==> config.mk <==
export PLATFORM = sky130hd
export DESIGN_NAME = cpu_memstage_flat
export DESIGN_NICKNAME = d
export VERILOG_FILES = /design/src/rtl/cpu_memstage_pkg.sv /design/src/rtl/cpu_memstage_if.sv /design/src/rtl/cpu_memlane.sv /design/src/rtl/cpu_memstage.sv /design/src/flat_wrapper.sv
export SDC_FILE = /design/constraint.sdc
export NUM_CORES = 1
export LEC_CHECK = 0
export BUFFER_PORTS_ARGS = -buffer_cell sky130_fd_sc_hd__buf_2
export CAP_MARGIN = 20
export CORE_MARGIN = 4
export CORE_UTILIZATION = 52
export CTS_CLUSTER_DIAMETER = 150
export DETAILED_ROUTE_END_ITERATION = 8
export MAX_ROUTING_LAYER = met4
export PLACE_DENSITY = 0.95
export REMOVE_ABC_BUFFERS = 1
export SKIP_CTS_REPAIR_TIMING = 1
export SLEW_MARGIN = 20
export SYNTH_ARGS = -nofsm -noshare
export SYNTH_HDL_FRONTEND = slang
export SYNTH_SLANG_ARGS = --single-unit
==> constraint.sdc <==
create_clock -name clk_i -period 5.3 [get_ports clk_i]
set_input_delay 0.53 -clock clk_i [delete_from_list [all_inputs] [get_ports clk_i]]
set_output_delay 0.53 -clock clk_i [all_outputs]
set_load 0.01 [all_outputs]
==> src/rtl/cpu_memstage_pkg.sv <==
// cpu_memstage shared types: memory op/size encodings,
// control-bit layout and the alignment rule.
package cpu_memstage_pkg;

  localparam int PCB_WIDTH = 8;
  localparam int PCB_WA = 0;
  localparam int PCB_WM = 1;

  typedef enum logic [1:0] {
    MEM_OP_NONE  = 2'b00,
    MEM_OP_LOAD  = 2'b01,
    MEM_OP_STORE = 2'b10
  } mem_op_e;

  typedef enum logic [1:0] {
    MEM_SIZE_B = 2'b00,
    MEM_SIZE_H = 2'b01,
    MEM_SIZE_W = 2'b10
  } mem_size_e;

  typedef enum logic {
    S_IDLE = 1'b0,
    S_BUS  = 1'b1
  } state_e;

  function automatic logic is_aligned(
    input logic [1:0] size,
    input logic [1:0] lo
  );
    if (size == MEM_SIZE_B) return 1'b1;
    if (size == MEM_SIZE_H) return ~lo[0];
    return lo == 2'b00;
  endfunction

endpackage

==> src/rtl/cpu_memstage_if.sv <==
// Wishbone data-bus bundle between the memory stage
// and the data slave.
interface cpu_memstage_if;
  logic [31:0] adr;
  logic [31:0] dat_w;
  logic [31:0] dat_r;
  logic [3:0]  sel;
  logic        we;
  logic        cyc;
  logic        stb;
  logic        ack;
  logic        err;

  modport master (
    output adr, dat_w, sel, we, cyc, stb,
    input  dat_r, ack, err
  );

  modport slave (
    input  adr, dat_w, sel, we, cyc, stb,
    output dat_r, ack, err
  );
endinterface

==> src/rtl/cpu_memlane.sv <==
// Big-endian byte-lane steering: lane selects, store
// replication and zero-extended load extraction.
module cpu_memlane
  import cpu_memstage_pkg::*;
(
  input  logic [1:0]  size_i,
  input  logic [1:0]  addr_lo_i,
  input  logic [31:0] wdata_i,
  input  logic [31:0] rdata_i,
  output logic [3:0]  sel_o,
  output logic [31:0] wdata_o,
  output logic [31:0] rdata_o
);

  logic [4:0] sh;

  always_comb begin
    sel_o   = 4'hF;
    wdata_o = wdata_i;
    rdata_o = rdata_i;
    sh      = '0;
    unique case (1'b1)
      (size_i == MEM_SIZE_B): begin
        sel_o   = 4'b1000 >> addr_lo_i;
        wdata_o = {4{wdata_i[7:0]}};
        // byte 0 lives in bits 31:24
        sh      = {~addr_lo_i, 3'b000};
        rdata_o = {24'h0, rdata_i[sh +: 8]};
      end
      (size_i == MEM_SIZE_H): begin
        sel_o   = addr_lo_i[1] ? 4'b0011 : 4'b1100;
        wdata_o = {2{wdata_i[15:0]}};
        rdata_o = {16'h0, addr_lo_i[1] ? rdata_i[15:0]
                                       : rdata_i[31:16]};
      end
      default: begin
        sel_o   = 4'hF;
        wdata_o = wdata_i;
        rdata_o = rdata_i;
      end
    endcase
  end

endmodule

==> src/rtl/cpu_memstage.sv <==
// Memory pipeline stage: passes ALU results through or runs
// one Wishbone load/store, stalling execute while busy.
module cpu_memstage
  import cpu_memstage_pkg::*;
#(
  parameter int BUS_TIMEOUT = 255,
  parameter int TO_W        = 8
) (
  input  logic                 clk_i,
  input  logic                 rst_i,
  input  logic                 flush_i,
  input  logic                 valid_i,
  input  logic [PCB_WIDTH-1:0] pipeline_control_bits_i,
  input  logic [1:0]           mem_op_i,
  input  logic [1:0]           mem_size_i,
  input  logic [31:0]          memory_address_i,
  input  logic [31:0]          store_data_i,
  input  logic [31:0]          result_i,
  input  logic [31:0]          PC_i,
  output logic                 stall_o,
  output logic                 valid_o,
  output logic [PCB_WIDTH-1:0] pipeline_control_bits_o,
  output logic [31:0]          memory_address_o,
  output logic [31:0]          mem_result_o,
  output logic [31:0]          PC_o,
  output logic                 align_err_o,
  output logic                 bus_err_o,
  cpu_memstage_if.master       dwb
);

  state_e state_q, state_d;
  logic [TO_W-1:0] cnt_q, cnt_d;
  logic flushed_q, flushed_d;
  logic [31:0] adr_q, adr_d, dat_q, dat_d;
  logic [3:0] sel_q, sel_d;
  logic we_q, we_d;
  logic [1:0] size_q, size_d, alo_q, alo_d;
  logic valid_q, valid_d, aerr_q, aerr_d;
  logic berr_q, berr_d;
  logic [PCB_WIDTH-1:0] pcb_q, pcb_d;
  logic [31:0] maddr_q, maddr_d, res_q, res_d;
  logic [31:0] pc_q, pc_d;

  logic busy, is_mem, ok, to_hit, kill, stall;
  logic [1:0] l_size, l_lo;
  logic [3:0] l_sel;
  logic [31:0] l_wdat, l_rdat;

  assign busy   = (state_q == S_BUS);
  assign l_size = busy ? size_q : mem_size_i;
  assign l_lo   = busy ? alo_q : memory_address_i[1:0];

  cpu_memlane u_lane (
    .size_i    (l_size),
    .addr_lo_i (l_lo),
    .wdata_i   (store_data_i),
    .rdata_i   (dwb.dat_r),
    .sel_o     (l_sel),
    .wdata_o   (l_wdat),
    .rdata_o   (l_rdat)
  );

  assign is_mem = (mem_op_i == MEM_OP_LOAD) ||
                  (mem_op_i == MEM_OP_STORE);
  assign ok     = is_aligned(mem_size_i,
                             memory_address_i[1:0]);
  assign to_hit = (cnt_q == TO_W'(BUS_TIMEOUT));
  assign kill   = flushed_q | flush_i;

  always_comb begin
    state_d   = state_q;
    cnt_d     = cnt_q;
    flushed_d = flushed_q;
    adr_d     = adr_q;
    dat_d     = dat_q;
    sel_d     = sel_q;
    we_d      = we_q;
    size_d    = size_q;
    alo_d     = alo_q;
    pcb_d     = pcb_q;
    maddr_d   = maddr_q;
    res_d     = res_q;
    pc_d      = pc_q;
    valid_d   = 1'b0;
    aerr_d    = 1'b0;
    berr_d    = 1'b0;
    stall     = 1'b0;
    if (state_q == S_IDLE) begin
      if (valid_i && !flush_i) begin
        pcb_d   = pipeline_control_bits_i;
        maddr_d = memory_address_i;
        pc_d    = PC_i;
        if (!is_mem) begin
          valid_d = 1'b1;
          res_d   = result_i;
        end else if (!ok) begin
          aerr_d = 1'b1;
        end else begin
          res_d     = store_data_i;
          adr_d     = {memory_address_i[31:2], 2'b00};
          dat_d     = l_wdat;
          sel_d     = l_sel;
          we_d      = (mem_op_i == MEM_OP_STORE);
          size_d    = mem_size_i;
          alo_d     = memory_address_i[1:0];
          cnt_d     = TO_W'(1);
          flushed_d = 1'b0;
          state_d   = S_BUS;
          stall     = 1'b1;
        end
      end
    end else begin
      flushed_d = kill;
      // an error on the same edge as ack takes priority
      if (dwb.err || to_hit) begin
        state_d = S_IDLE;
        cnt_d   = '0;
        berr_d  = ~kill;
      end else if (dwb.ack) begin
        state_d = S_IDLE;
        cnt_d   = '0;
        valid_d = ~kill;
        if (!we_q) res_d = l_rdat;
      end else begin
        cnt_d = cnt_q + TO_W'(1);
        stall = 1'b1;
      end
    end
  end

  always_ff @(posedge clk_i or negedge rst_i) begin
    if (!rst_i) begin
      state_q   <= S_IDLE;
      cnt_q     <= '0;
      flushed_q <= 1'b0;
      adr_q     <= '0;
      dat_q     <= '0;
      sel_q     <= '0;
      we_q      <= 1'b0;
      size_q    <= '0;
      alo_q     <= '0;
      valid_q   <= 1'b0;
      aerr_q    <= 1'b0;
      berr_q    <= 1'b0;
      pcb_q     <= '0;
      maddr_q   <= '0;
      res_q     <= '0;
      pc_q      <= '0;
    end else begin
      state_q   <= state_d;
      cnt_q     <= cnt_d;
      flushed_q <= flushed_d;
      adr_q     <= adr_d;
      dat_q     <= dat_d;
      sel_q     <= sel_d;
      we_q      <= we_d;
      size_q    <= size_d;
      alo_q     <= alo_d;
      valid_q   <= valid_d;
      aerr_q    <= aerr_d;
      berr_q    <= berr_d;
      pcb_q     <= pcb_d;
      maddr_q   <= maddr_d;
      res_q     <= res_d;
      pc_q      <= pc_d;
    end
  end

  assign stall_o                 = stall;
  assign valid_o                 = valid_q;
  assign align_err_o             = aerr_q;
  assign bus_err_o               = berr_q;
  assign pipeline_control_bits_o = pcb_q;
  assign memory_address_o        = maddr_q;
  assign mem_result_o            = res_q;
  assign PC_o                    = pc_q;

  assign dwb.adr   = adr_q;
  assign dwb.dat_w = dat_q;
  assign dwb.sel   = busy ? sel_q : 4'h0;
  assign dwb.we    = busy & we_q;
  assign dwb.cyc   = busy;
  assign dwb.stb   = busy;

endmodule
==> src/flat_wrapper.sv <==
// flat-port wrapper written by rule: the top's interface ports become plain ports
module cpu_memstage_flat import cpu_memstage_pkg::*;
#(
  parameter int BUS_TIMEOUT = 255,
  parameter int TO_W        = 8
)
  (clk_i, rst_i, flush_i, valid_i, pipeline_control_bits_i, mem_op_i, mem_size_i, memory_address_i, store_data_i, result_i, PC_i, stall_o, valid_o, pipeline_control_bits_o, memory_address_o, mem_result_o, PC_o, align_err_o, bus_err_o, dwb_adr, dwb_dat_w, dwb_sel, dwb_we, dwb_cyc, dwb_stb, dwb_dat_r, dwb_ack, dwb_err);
  cpu_memstage_if dwb_i ();
  input  logic clk_i;
  input  logic rst_i;
  input  logic flush_i;
  input  logic valid_i;
  input  logic [PCB_WIDTH-1:0] pipeline_control_bits_i;
  input  logic [1:0] mem_op_i;
  input  logic [1:0] mem_size_i;
  input  logic [31:0] memory_address_i;
  input  logic [31:0] store_data_i;
  input  logic [31:0] result_i;
  input  logic [31:0] PC_i;
  output logic stall_o;
  output logic valid_o;
  output logic [PCB_WIDTH-1:0] pipeline_control_bits_o;
  output logic [31:0] memory_address_o;
  output logic [31:0] mem_result_o;
  output logic [31:0] PC_o;
  output logic align_err_o;
  output logic bus_err_o;
  output wire logic [$bits(dwb_i.adr)-1:0] dwb_adr;
  output wire logic [$bits(dwb_i.dat_w)-1:0] dwb_dat_w;
  output wire logic [$bits(dwb_i.sel)-1:0] dwb_sel;
  output wire logic [$bits(dwb_i.we)-1:0] dwb_we;
  output wire logic [$bits(dwb_i.cyc)-1:0] dwb_cyc;
  output wire logic [$bits(dwb_i.stb)-1:0] dwb_stb;
  input wire logic [$bits(dwb_i.dat_r)-1:0] dwb_dat_r;
  input wire logic [$bits(dwb_i.ack)-1:0] dwb_ack;
  input wire logic [$bits(dwb_i.err)-1:0] dwb_err;
  assign dwb_adr = dwb_i.adr;
  assign dwb_dat_w = dwb_i.dat_w;
  assign dwb_sel = dwb_i.sel;
  assign dwb_we = dwb_i.we;
  assign dwb_cyc = dwb_i.cyc;
  assign dwb_stb = dwb_i.stb;
  assign dwb_i.dat_r = dwb_dat_r;
  assign dwb_i.ack = dwb_ack;
  assign dwb_i.err = dwb_err;
  cpu_memstage #(.BUS_TIMEOUT(BUS_TIMEOUT), .TO_W(TO_W)) u_core (.clk_i(clk_i), .rst_i(rst_i), .flush_i(flush_i), .valid_i(valid_i), .pipeline_control_bits_i(pipeline_control_bits_i), .mem_op_i(mem_op_i), .mem_size_i(mem_size_i), .memory_address_i(memory_address_i), .store_data_i(store_data_i), .result_i(result_i), .PC_i(PC_i), .stall_o(stall_o), .valid_o(valid_o), .pipeline_control_bits_o(pipeline_control_bits_o), .memory_address_o(memory_address_o), .mem_result_o(mem_result_o), .PC_o(PC_o), .align_err_o(align_err_o), .bus_err_o(bus_err_o), .dwb(dwb_i));
endmodule
# Yosys cells after proc, flatten, opt, wreduce, memory -nomap -nowiden
# Index checks and enable logic that the tools add are counted.
dict set report totals {
  register_bits 188
  input_bits 178
  word_cells 97
  out_inout_bits 179
}
dict set report op_classes {
  reduce_logical 14
  n_shift 2
  bitwise 6
  addsub 1
  muxes 49
  n_eq_ne 9
}
# cell count
set op_table {}
lappend op_table {{$mux 32} 7}
lappend op_table {{$pmux 32 s2} 2}
lappend op_table {{$mux 8} 6}
lappend op_table {{$shiftx 32x6->8} 1}
lappend op_table {{$mux 1} 28}
lappend op_table {{$mux 16} 1}
lappend op_table {{$add 8x1->8 const B} 1}
lappend op_table {{$eq 8x8->1 const B} 1}
lappend op_table {{$mux 4} 2}
lappend op_table {{$pmux 4 s2} 1}
lappend op_table {{$eq 2x1->1 const B} 3}
lappend op_table {{$logic_not 2->1} 3}
lappend op_table {{$ne 2x2->1 const B} 3}
lappend op_table {{$reduce_bool 2->1} 3}
lappend op_table {{$reduce_and 5->1} 1}
lappend op_table {{$mux 2} 2}
lappend op_table {{$reduce_and 4->1} 1}
lappend op_table {{$shr 4x2->4 const A} 1}
lappend op_table {{$ne 3x2->1 const B} 1}
lappend op_table {{$not 1->1} 3}
lappend op_table {{$reduce_and 3->1} 1}
lappend op_table {{$eq 2x2->1 const B} 1}
lappend op_table {{$logic_or 1x1->1} 2}
lappend op_table {{$not 2->2} 1}
lappend op_table {{5 further kinds} 5}

# Longest topological paths before layout
dict set report depth {
  ltp_word 9
  mapped_depth 9
  depth_no_buf 6
}

# Modules after synthesis
# A second synthesis with hierarchy kept.
dict set report hier_totals {
  cells_unflattened 691
  area_unflattened_um2 9033.7
}
# mod n_inst area_per_inst_um2 cells_per_inst seq_area_each_um2
set by_module_without_submodules {}
lappend by_module_without_submodules {cpu_memstage 1 8031.5 565 4704.5}
lappend by_module_without_submodules {cpu_memlane 1 1002.2 126 0.0}

# Worst setup path after synthesis
# OpenSTA, ideal clock, no wires.
dict set report synth_timing {
  path_kind {input-to-output}
  startpoint {input mem_op_i[0]}
  endpoint {output stall_o}
  arrival_ns 1.857
  path_buffers 4
  stages 8
  slack_ns 2.913
  required_time_ns 4.770
  cell_sequence {inv_1 -> ha_1 -> clkbuf_1 -> or3_1 -> buf_2 -> buf_6 -> buf_6 -> nand2_1}
}
dict set report synth_via {
  elab_chain_cells 5
  word_cells_on_any_way 6
  cone_classes {eq/ne (2); mux (3); reduce/logical (1)}
}
# element line
set synth_lines {}
lappend synth_lines {{start: declaration} flat_wrapper.sv:14} ;# input logic [1:0] mem_op_i;
lappend synth_lines {{$eq 2x1->1 or $eq 2x2->1 (tied branches)} {cpu_memstage.sv:63, cpu_memstage.sv:64}}
lappend synth_lines {{$logic_or 1x1->1 (*)} cpu_memstage.sv:63} ;# assign is_mem = (mem_op_i == MEM_OP_LOAD) ||
lappend synth_lines {{$mux 1 (*)} cpu_memstage.sv:93} ;# if (!is_mem) begin
lappend synth_lines {{$mux 1 (*)} cpu_memstage.sv:89} ;# if (valid_i && !flush_i) begin
lappend synth_lines {{$mux 1 (*)} cpu_memstage.sv:88} ;# if (state_q == S_IDLE) begin
lappend synth_lines {{end: declaration} flat_wrapper.sv:20} ;# output logic stall_o;
# Mark *: on every way between the ends. The rest lies on a longest branch, timed or not.

# Worst setup path after layout
dict set report layout_timing {
  startpoint {register u_core.state_q, in the netlist u_core.dwb.cyc}
  endpoint {output stall_o}
}
dict set report layout_via {
  elab_chain_cells 1
}
# element line
set layout_lines {}
lappend layout_lines {{start: declaration} cpu_memstage.sv:31} ;# state_e state_q, state_d;
lappend layout_lines {{start signal: assignment} cpu_memstage.sv:150} ;# state_q <= state_d;
lappend layout_lines {{$mux 1} cpu_memstage.sv:88}
# Every way passes these cells.

==> impl_results.md <==
* Status: completed
* Leading cell type in the layout, fill and taps excluded: nand2_1
* Total track usage at 31.30%
* Mapped Cells at 997
* Compound-cell area share of the yosys netlist at 12.56%
* Power per cell area at 389.3 nW/um^2
* Initial core utilization at 52.79%
* RSZ-0062 raised after global routing: false
* Wire per inst at 18.82 um
* Global Route met3 Usage at 7.487%
* Remaining antenna violation count at 0
* CTS max path bufs at 2
* Pleak at 6.128 nW
* Final Net Count at 1,496
* Worst-path clk slew at 0.08 ns
* R2R Path End: u_core.mem_result_o[1]
* Starting DRT DRC Count at 899
* R2r setup slk at 2.02 ns
* Final setup viols at 0
* Peak supply drop at 215.1 uV
* Clock sink count at 188
* Share of cells above drive strength 1 at 31.83%
* Hold Path Class: input pin to async pin
* Flops & latches, synth at 188
* CTS buffer count at 17
* I/O pin count at 357
* Largest net degree at the start of global routing at 77
* Met2 usage at 51.03%
* Detailed-route wire length at 29,170 um
* Fmax at 0.2940 GHz
* Slew margin rel. at 31.53%
* Ys flop type: dfrtp_1
* CORE AREA at 16,520 um^2
* Post-Route Setup TNS at 0 ns
* CP Launch Type: flip-flop
* Worst-Skew Late Latency at 0.43 ns
* Syn Area/Cell at 8.750 um^2
* CP Cell Sequence: or2_2 -> or3_2 -> nand2_1 -> buf_2
* Critical path class: flip-flop to output port
* Clock Tree Root: clkbuf_16
* Number of global-route vias before repair at 8,596
* Multi-input gate area at 3695 um^2
* Final-report max-slew violation count at 0
* Xor/xnor share of the synthesized area at 0%
* Most frequent cells in the layout: 437 x nand2_1, 353 x buf_2, 187 x dfrtp_1
* Synth unique cells at 53
* Final hold slack at 0.09499 ns
* Ys async rst share at 100.0%
* Final Power at 4.344 mW
* Dpl cell area at 10,570 um^2
* Rows at 47
* Die area at 18,910 um^2
* Place WS at 2.076 ns
* Seq/Total Area, Yosys at 53.93%
* Final Skew at 0.01102 ns
* Post-Syn Area at 8723 um^2
* Routing usage on met1 at 36.39%
* Placed cells at 1,517
* HPWL Detailed at 20,710 um
* Max-Cap Viols at 0
* Initial antenna violation count at 1
* Die H at 137.5 um
* EDFF count, synth at 0
* Slew at the pin closest to its max-slew limit at 1.020 ns
* Register area at 4706 um^2
* Post-synthesis mux area share at 4.948%
* Reg power frac at 44.4%
* PortBufs at 354
* Final Non-Filler Cells at 1,550
* Comb pwr share at 25.8%
* Fill cell count at 1,243
* Critical Path End Type: output port
* Min setup slack post-route at 1.898 ns
* Net Switching at 1.490 mW
* Worst EP required at 4.77 ns
* Synthesis Warnings at 0
* Fin util at 67.52%
* Die boundary width at 137.5 um
* Critical path peak fanout at 49
* R2R Path Start: u_core.dwb.cyc
* H-tree Lvls at 4
* Area grow syn2layout at 27.90%
* Period utilisation layout at 64.18%
* First-pass GRT wire length at 44,280 um
* Largest family of logic cells by synthesized area: simple AND/OR/NAND/NOR gates
* Post-layout min period at 3.402 ns
* Simple-Gate Fraction of Synth Area at 24.18%
* Post-route design area at 11,160 um^2
* Reg2Reg Depth at 5
* Via count at 8,707
* Clock power frac at 29.7%
* Crit path arrival time at 2.87 ns
* Grt peak-use layer: met2
* Adder-cell share of the synthesized area at 0.2869%
* Fin. Hold Viols at 0
* Pint at 2.853 mW
* CP max stage delay at 0.87 ns
* Switching Share at 34.31%
* Pre-antenna DRT Iters at 6
* GPL Wtd Cong at 0.9312
* DR DRC count at 0
* GRT overflow at 0
* CTS tree: done
* Via density at 5.617
* Slowest cell on the critical path: or3_2
-- state kept, by name (all words and copies together) (netlist names) --
register,flops
u_core.PC_o,32
u_core.align_err_o,1
u_core.alo_q,2
u_core.bus_err_o,1
u_core.cnt_q,8
u_core.dwb.adr,30
u_core.dwb.cyc,1
u_core.dwb.dat_w,32
u_core.flushed_q,1
u_core.mem_result_o,32
u_core.memory_address_o,32
u_core.pipeline_control_bits_o,8
u_core.sel_q,4
u_core.size_q,2
u_core.valid_o,1
u_core.we_q,1
-- critical path: cells and delay by family, from the launching register on --
kind / cells / cell delay, ns
AND/OR/NAND/NOR: 3 / 1.57
flip-flops: 1 / 0.71
buffers and inverters: 1 / 0.16
-- final cells by class --
class                      count  share of cell area (%)
antenna                        1                 0.02243
clock buffer                  18                   3.936
multi-input combinational    735                   33.12
clock inverter                14                   1.312
tap                          220                   2.467
sequential                   188                   42.18
inverter                      10                  0.3364
timing repair buffer         364                   16.63
-- how the worst max path moves through the flow --
stage	startpoint	end	cells past startpoint
global route	u_core.dwb.cyc	u_core.mem_result_o[6]	5
detailed placement	u_core.dwb.cyc	u_core.mem_result_o[6]	5
CTS	u_core.dwb.cyc	stall_o	4
finish	u_core.dwb.cyc	stall_o	4
global placement	u_core.dwb.cyc	u_core.mem_result_o[1]	5
floorplan	u_core.dwb.cyc	stall_o	3
-- power by group through the flow --
stage / sequential, mW / clock (mW) / combinational [mW]
final: 1.93 / 1.29 / 1.12
after global routing: 1.96 / 1.37 / 1.24
after CTS: 1.92 / 1.30 / 1.12
after detailed placement: 1.94 / 0 / 1.12
after global placement: 1.93 / 0 / 1.08
after floorplan: 2.06 / 0 / 0.414
-- kinds of logic after synthesis --
group / after synthesis
and+or+nand+nor: 525
DFF: 188
other: 1
buffers and inverters: 75
AOI/OAI and AO/OA: 165
adders and majority gates: 2
muxes: 41
-- cell usage after synthesis, types with 4 or more instances --
cell type	instances	share of area, %
a222oi_1	8	0.92
clkbuf_1	38	1.6
a211oi_1	12	1.0
o21ai_0	39	2.2
nor2b_1	15	1.1
a221oi_1	4	0.40
o21ai_1	18	1.0
nand2_1	437	19
o31ai_1	11	0.95
buf_4	10	0.86
nor2_1	43	1.9
a21oi_1	21	1.2
buf_2	15	0.86
mux2i_1	36	4.1
dfrtp_1	188	54
o22ai_1	5	0.36
a31oi_1	27	1.9
and2_1	7	0.50
inv_1	10	0.43
nor3_1	5	0.29
-- metal layers --
metal  routed length, um  share of wire [%]
met1               10660                 37
met2               14230                 49
met3                2932                 10
met4                1344                4.6
met5                   0                  0
(Power assumes the default switching activity.)
